[config.mk]
export PLATFORM = sky130hd
export DESIGN_NAME = truth_table_sweeper
export DESIGN_NICKNAME = d
export VERILOG_FILES = /design/src/rtl/truth_table_sweeper_pkg.sv /design/src/rtl/truth_table_sweeper_hold_counter.sv /design/src/rtl/truth_table_sweeper.sv
export SDC_FILE = /design/constraint.sdc
export NUM_CORES = 1
export LEC_CHECK = 0
export ABC_AREA = 1
export BUFFER_PORTS_ARGS = -buffer_cell sky130_fd_sc_hd__buf_2
export CAP_MARGIN = 40
export CORE_MARGIN = 5
export CORE_UTILIZATION = 47
export CTS_CLUSTER_SIZE = 12
export DETAILED_ROUTE_END_ITERATION = 12
export HOLD_SLACK_MARGIN = 0.06
export PLACE_DENSITY_LB_ADDON = 0.2
export SETUP_SLACK_MARGIN = 0.5
export SYNTH_ARGS = -nofsm -noshare
export SYNTH_HDL_FRONTEND = slang
export SYNTH_SLANG_ARGS = --single-unit
[constraint.sdc]
create_clock -name clk -period 1.2 [get_ports clk]
set_input_delay 0.12 -clock clk [delete_from_list [all_inputs] [get_ports clk]]
set_output_delay 0.12 -clock clk [all_outputs]
set_load 0.1 [all_outputs]
[src/rtl/truth_table_sweeper_pkg.sv]
// sweep_pkg: shared types and constants for the truth-table sweeper.
//   sweep_state_e  : sweeper FSM states (IDLE, DRIVE, FINISH)
//   NUM_VEC        : number of input vectors for a 3-input function (8)
//   F_EXP_DEFAULT  : default expected F truth table (8'h3A)
//   tt_merge()     : returns a truth table with one entry replaced
package sweep_pkg;

    typedef enum logic [1:0] {
        IDLE   = 2'd0,
        DRIVE  = 2'd1,
        FINISH = 2'd2
    } sweep_state_e;

    localparam int unsigned NUM_VEC = 8;

    localparam logic [NUM_VEC-1:0] F_EXP_DEFAULT = 8'h3A;

    function automatic logic [NUM_VEC-1:0] tt_merge(
        input logic [NUM_VEC-1:0] tt,
        input logic [2:0]         idx,
        input logic               bit_val
    );
        logic [NUM_VEC-1:0] r;
        r      = tt;
        r[idx] = bit_val;
        return r;
    endfunction

endpackage

[src/rtl/truth_table_sweeper_hold_counter.sv]
// sweep_hold_counter: counts 0..HOLD_CYCLES-1 while enabled and wraps.
//   clk    : rising-edge clock
//   rst    : synchronous active-high reset
//   clear  : synchronous clear to 0 (used whenever the sweeper is not driving)
//   enable : advance the count
//   last   : high during the final hold cycle of a vector while enabled
module sweep_hold_counter #(
    parameter int unsigned HOLD_CYCLES = 4
) (
    input  logic clk,
    input  logic rst,
    input  logic clear,
    input  logic enable,
    output logic last
);

    localparam int unsigned      CNT_W    = (HOLD_CYCLES > 1) ? $clog2(HOLD_CYCLES) : 1;
    localparam logic [CNT_W-1:0] CNT_LAST = CNT_W'(HOLD_CYCLES - 1);

    logic [CNT_W-1:0] cnt;

    always_ff @(posedge clk) begin
        if (rst || clear) begin
            cnt <= '0;
        end else if (enable) begin
            if (cnt == CNT_LAST) begin
                cnt <= '0;
            end else begin
                cnt <= cnt + 1'b1;
            end
        end
    end

    // With HOLD_CYCLES == 1 the count stays at 0, so every enabled cycle is last.
    assign last = enable && (cnt == CNT_LAST);

endmodule

[src/rtl/truth_table_sweeper.sv]
// truth_table_sweeper: drives x,y,z through all 8 input vectors of a
// downstream 3-input combinational block, holding each for HOLD_CYCLES
// cycles, captures F into an 8-entry truth table and compares it to EXPECTED.
//   clk       : rising-edge clock
//   rst       : synchronous active-high reset
//   start     : sweep request, honoured only in IDLE
//   x, y, z   : stimulus vector {x,y,z} (000 outside DRIVE)
//   f_in      : F returned by the downstream block
//   fn_in     : Fn returned by the downstream block
//   busy      : sweep in progress
//   done      : one-cycle completion pulse
//   table_out : captured F truth table, bit i = F for {x,y,z} = i
//   pass      : table matched EXPECTED with no complement error
//   compl_err : sticky, a sample had fn_in == f_in
// Optional feature macro: SWEEP_COMPL_CHK_EN enables the Fn complement check;
// without it fn_in is ignored and compl_err stays 0.
module truth_table_sweeper
    import sweep_pkg::*;
#(
    parameter int unsigned        HOLD_CYCLES = 4,
    parameter logic [NUM_VEC-1:0] EXPECTED    = F_EXP_DEFAULT
) (
    input  logic               clk,
    input  logic               rst,
    input  logic               start,
    output logic               x,
    output logic               y,
    output logic               z,
    input  logic               f_in,
    input  logic               fn_in,
    output logic               busy,
    output logic               done,
    output logic [NUM_VEC-1:0] table_out,
    output logic               pass,
    output logic               compl_err
);

    sweep_state_e       state, state_nxt;
    logic [2:0]         idx;
    logic               sample;
    logic               drive_en;
    logic               start_acc;
    logic [NUM_VEC-1:0] tt_nxt;
    logic               mis;
    logic               compl_nxt;

    always_ff @(posedge clk) begin
        if (rst) begin
            state <= IDLE;
        end else begin
            state <= state_nxt;
        end
    end

    always_comb begin
        state_nxt   = state;
        busy        = 1'b0;
        done        = 1'b0;
        drive_en    = 1'b0;
        start_acc   = 1'b0;
        {x, y, z}   = 3'b000;
        case (state)
            IDLE: begin
                if (start) begin
                    start_acc = 1'b1;
                    state_nxt = DRIVE;
                end
            end
            DRIVE: begin
                busy      = 1'b1;
                drive_en  = 1'b1;
                {x, y, z} = idx;
                if (sample && (idx == 3'd7)) begin
                    state_nxt = FINISH;
                end
            end
            FINISH: begin
                done      = 1'b1;
                state_nxt = IDLE;
            end
            default: begin
                state_nxt = IDLE;
            end
        endcase
    end

    sweep_hold_counter #(
        .HOLD_CYCLES(HOLD_CYCLES)
    ) u_hold (
        .clk   (clk),
        .rst   (rst),
        .clear (!drive_en),
        .enable(drive_en),
        .last  (sample)
    );

`ifdef SWEEP_COMPL_CHK_EN
    assign mis = (fn_in == f_in);
`else
    logic unused_fn;
    assign unused_fn = fn_in;
    assign mis       = 1'b0;
`endif

    assign tt_nxt    = tt_merge(table_out, idx, f_in);
    assign compl_nxt = compl_err | mis;

    // The verdict is formed on the vector-7 sample edge from the merged
    // table/flag, so pass is already valid in the FINISH (done) cycle.
    always_ff @(posedge clk) begin
        if (rst || start_acc) begin
            idx       <= '0;
            table_out <= '0;
            pass      <= 1'b0;
            compl_err <= 1'b0;
        end else if (sample) begin
            table_out <= tt_nxt;
            compl_err <= compl_nxt;
            if (idx == 3'd7) begin
                pass <= (tt_nxt == EXPECTED) && !compl_nxt;
            end else begin
                idx <= idx + 1'b1;
            end
        end
    end

endmodule

==> results of run 1 <==
through the flow:
step | TNS (ns) | instance area (um2)
detailed placement | -0.318 | 1270
floorplan | -0.498 | 975
global placement | -0.0342 | 1270
CTS | -1.17 | 1610
cells in the mapped netlist:
cell / instances
buf_6: 3
nand3_1: 13
nor2_1: 10
ha_1: 3
nand2_2: 2
buf_2: 1
o211ai_1: 7
o22ai_1: 1
buf_4: 2
conb_1: 1
o21ai_2: 1
nand2_1: 23
nor2_8: 1
inv_1: 19
o211a_1: 1
nor2_4: 1
nor3_1: 1
a21oi_2: 1
o21ai_1: 1
nand4_1: 4
inv_4: 1
dfxtp_1: 16
o21ai_0: 4
inv_2: 2
a21oi_1: 4
what timing repair did:
action	CTS
endpoints found under the setup margin	30
pin swaps	15
resized for setup	62
hold buffers	1
hold endpoints to repair	2
buffers inserted	12
cells by family after synthesis:
| family | after synthesis |
|---|---|
| and+or+nand+nor | 55 |
| buffers and inverters | 28 |
| AOI/OAI and AO/OA | 20 |
| DFF | 16 |
| adders and majority gates | 3 |
| other | 1 |
==> impl_metrics.tcl, run 1 <==
set metrics [dict create \
    yosysTopAreaCell "dfxtp_1" \
    synth-simple-area-share_pct 29.4 \
    error_line "[ERROR DPL-0038] Utilization greater than 100%, impossible to legalize" \
    rows 15 \
    synth_compound_area_share_pct 14.7 \
    initial_core_util_pct 50.7 \
    stop_stage "5_1_grt" \
    syn-num-nets 131 \
    synth_area_um2 895 \
    postGrtWorstEndpoint "pass$_SDFFE_PP0P_/D" \
    ys_types 25 \
    cts_max_level 1 \
    gp_congestion 0.840 \
    endpoint_type "sequential cell input" \
    design.portCount 20 \
    synth_top_area_share_pct 35.8 \
    cts_root_buf "clkbuf_4" \
    synth_top_family_by_area "simple AND/OR/NAND/NOR gates" \
    ys_seq_elements 16 \
    status "did not finish" \
    chipHeight_um 53.6 \
    dp.cells 171 \
    cts_sinks 16 \
    grt_max_degree 12 \
    synth_seq_area_share_pct 35.8 \
    synthXorXnorAreaFrac_pct 0 \
    muxShareOfSynthArea_pct 0 \
    die_x_um 53.6 \
    synth-adder-area-share_pct 4.20 \
    syn_inst 123 \
    ys_warn_count 0 \
    cts.path.max_buffers 2 \
    dp_slack_ns -0.0991 \
    numPortBuffers 17 \
    syn_avg_cell_area_um2 7.27 \
    hpwlAfterDp_mm 1.64 \
    numCtsBuffers 3 \
    synth.area.top_cells "dfxtp_1, nand2_1, inv_1, nand3_1, o211ai_1" \
]
==> run 2: changes to the inputs <==
Settings changed: CORE_AREA from default to 5 5 66 68, CORE_MARGIN 5 to default, CORE_UTILIZATION 47 to default, CTS_CLUSTER_SIZE 12 to default, DIE_AREA from default to 0 0 71 73, HOLD_SLACK_MARGIN 0.06 to default, PLACE_DENSITY_LB_ADDON 0.2 to 0.15, SETUP_SLACK_MARGIN 0.5 to default.
Clock period 1.2 ns to 1.56 ns, I/O delays scaled along.
==> run 2 against run 1 <==
Effect of this change: the flow now finishes without violations; area after synthesis unchanged; synthesized cell count unchanged.
==> impl_metrics.tcl, run 2 <==
set metrics [dict create \
    n_fill_cell 444 \
    p_per_area_mw_per_mm2 765 \
    wl_met2_um 837 \
    syn_inst 123 \
    via_per_inst 4.15 \
    ys_seq_elements 16 \
    drcViolationCount 0 \
    ant_nets 0 \
    cts_tree "built" \
    gp_congestion 0.714 \
    numPortBuffers 17 \
    synth.area.top_cells "dfxtp_1, nand2_1, inv_1, nand3_1, o211ai_1" \
    hold_buffers 0 \
    fmax_mhz 689 \
    regMostFlops "table_out" \
    final_common_cell "nand2_1" \
    r2r_slack_ns 0.29 \
    critPathCaptureType "output pin" \
    maxSlewViolCount 0 \
    placed_area_mm2 0.00108 \
    rows 23 \
    fin_setup_tns_ns 0 \
    top_regs "table_out x8, idx x3" \
    syn-num-nets 131 \
    grt_pass1_vias 820 \
    cts_root_buf "clkbuf_8" \
    avgRoutedWirePerCell_um 10.2 \
    synth_seq_area_share_pct 35.8 \
    async_flop_share_pct 0 \
    die_x_um 71 \
    wl_met1_um 993 \
    dr.max_layer_used "met4" \
    n_antenna_cell 0 \
    arrival_ns 1.29 \
    final_cell_mix "nand2_1, inv_1, dfxtp_1, buf_2, nand3_1" \
    dr.pass1.iters 4 \
    hpwlAfterDp_mm 1.58 \
    design.portCount 20 \
    drt-total-wl_mm 1.98 \
    crit_type "flop to output pin" \
    yosysMostFrequentCell "nand2_1" \
    min_period_over_period_pct 93.0 \
    grt_max_degree 12 \
    met3_length_um 128 \
    yosysTopAreaCell "dfxtp_1" \
    core_mm2 0.00380 \
    synth_area_um2 895 \
    hold_class "primary input to flop" \
    drt_iter0_markers 30 \
    cpMostUsedCell "inv_1" \
    critPathMaxFanout 5 \
    finish.utilization_pct 29.9 \
    numCtsBuffers 3 \
    cpPeakStageDelay_ns 0.43 \
    max-cap-violations 0 \
    insertion_delay_ns 0.25 \
    leakagePower_uw 0.000541 \
    chipHeight_um 73 \
    grt_first_pass_wirelength_mm 3.55 \
    worstPathRequired_ns 1.40 \
    worstPathCellList "inv_1, nand2_2, inv_1, buf_2" \
    fin_crit_ns 1.45 \
    multiInputGateArea_um2 445 \
    largest_register_ff_count 8 \
    cts_sinks 16 \
    die_area_mm2 0.00518 \
    finalSetupViolCount 0 \
    fin_nets 152 \
    start_kind "flop" \
    ctsResizeCount 0 \
    status "completed" \
    ys_types 25 \
    crit_slowest_cell "buf_2" \
    syn_avg_cell_area_um2 7.27 \
    final_area_mm2 0.00114 \
    overflow 0 \
    cts_max_level 1 \
    initial_core_util_pct 23.6 \
    fin_skew_ns 0.00325 \
    vdd_drop_max_v 0.000367 \
    ys_warn_count 0 \
    grt_antenna_before_repair 0 \
    area_growth_syn_to_layout_pct 27.0 \
    ys_top_cells_by_count "nand2_1, inv_1, dfxtp_1, nand3_1, nor2_1" \
    postCtsSetupBuffers 0 \
    hold_violations 0 \
    cts.path.max_buffers 2 \
    clk_pin_slew_ns 0.06 \
    vias 800 \
    seqCellArea_um2 320 \
    synth_top_area_share_pct 35.8 \
    synth_edf_count 0 \
    grt_usage_pct 8.54 \
    crit_family "buffers and inverters" \
    path_buf_inv 3 \
    synth_ff_type "dfxtp_1" \
    drive_gt1_share_pct 27.3 \
    rsz0062_at_grt "false" \
]
[run 2: cell counts after synthesis]
No cell type changed its count.
[run 2: layout make-up]
type	count	area share, %
well taps	50	5.51
repair buffers	22	14.8
multi-input cells	79	39.2
inverters	22	7.49
clock buffers	4	4.85
flip-flops and latches	16	28.2
[run 2: worst reg2reg max path, delay by kind of cell, from the launching register on]
family	cells	cell delay, ns
AND/OR/NAND/NOR	4	0.38
buffers and inverters	1	0.19
flip-flops	1	0.37
AO/OA/AOI/OAI	2	0.28
[run 2: where the power goes]
group	leakage, uW	total [uW]	internal [uW]	switching, uW
clock network	0.0000288	368	224	145
logic	0.000382	82.0	15.2	66.7
registers	0.000129	419	414	4.49
[run 2: path summary, 6_finish.rpt]
| kind | from | to | cells after the start |
|---|---|---|---|
| max reg2reg | idx[1]$_SDFFE_PP0P_ | pass$_SDFFE_PP0P_ | 7 |
| min reg2reg | u_hold.cnt[0]$_SDFFE_PP0N_ | u_hold.cnt[0]$_SDFFE_PP0N_ | 1 |
| max | state[1]$_SDFFE_PP0P_ | busy | 4 |
| min | rst | state[1]$_SDFFE_PP0P_ | 2 |
[run 2: logic make-up (layout without fill, tap and decap cells)]
logic type / count (synthesis) / in the layout / share of synthesized area, %
fa+ha+maj: 3 / 3 / 4.20
flops: 16 / 16 / 35.8
buf+inv: 28 / 48 / 15.5
other cells: 1 / 1 / 0.419
simple gates: 55 / 55 / 29.4
compound gates: 20 / 20 / 14.7
[run 2: per-stage QoR]
step                worst slack [ns]  hold WS, ns  power, uW  cells
floorplan                   0.000791        0.228        496    123
global placement               0.270        0.349        511    189
detailed placement             0.287        0.349        512    189
CTS                           0.0857       0.0837        886    193
global route                  0.0183       0.0968        915    193
finish                         0.109       0.0886        869    193
[run 2: layer usage]
metal	vias to the layer above	track usage (%)
li1	439	-
met1	343	10.6
met2	16	13.8
met3	2	2.75
met4	0	3.13
met5	-	0
Power figures use the tool's default switching activity.
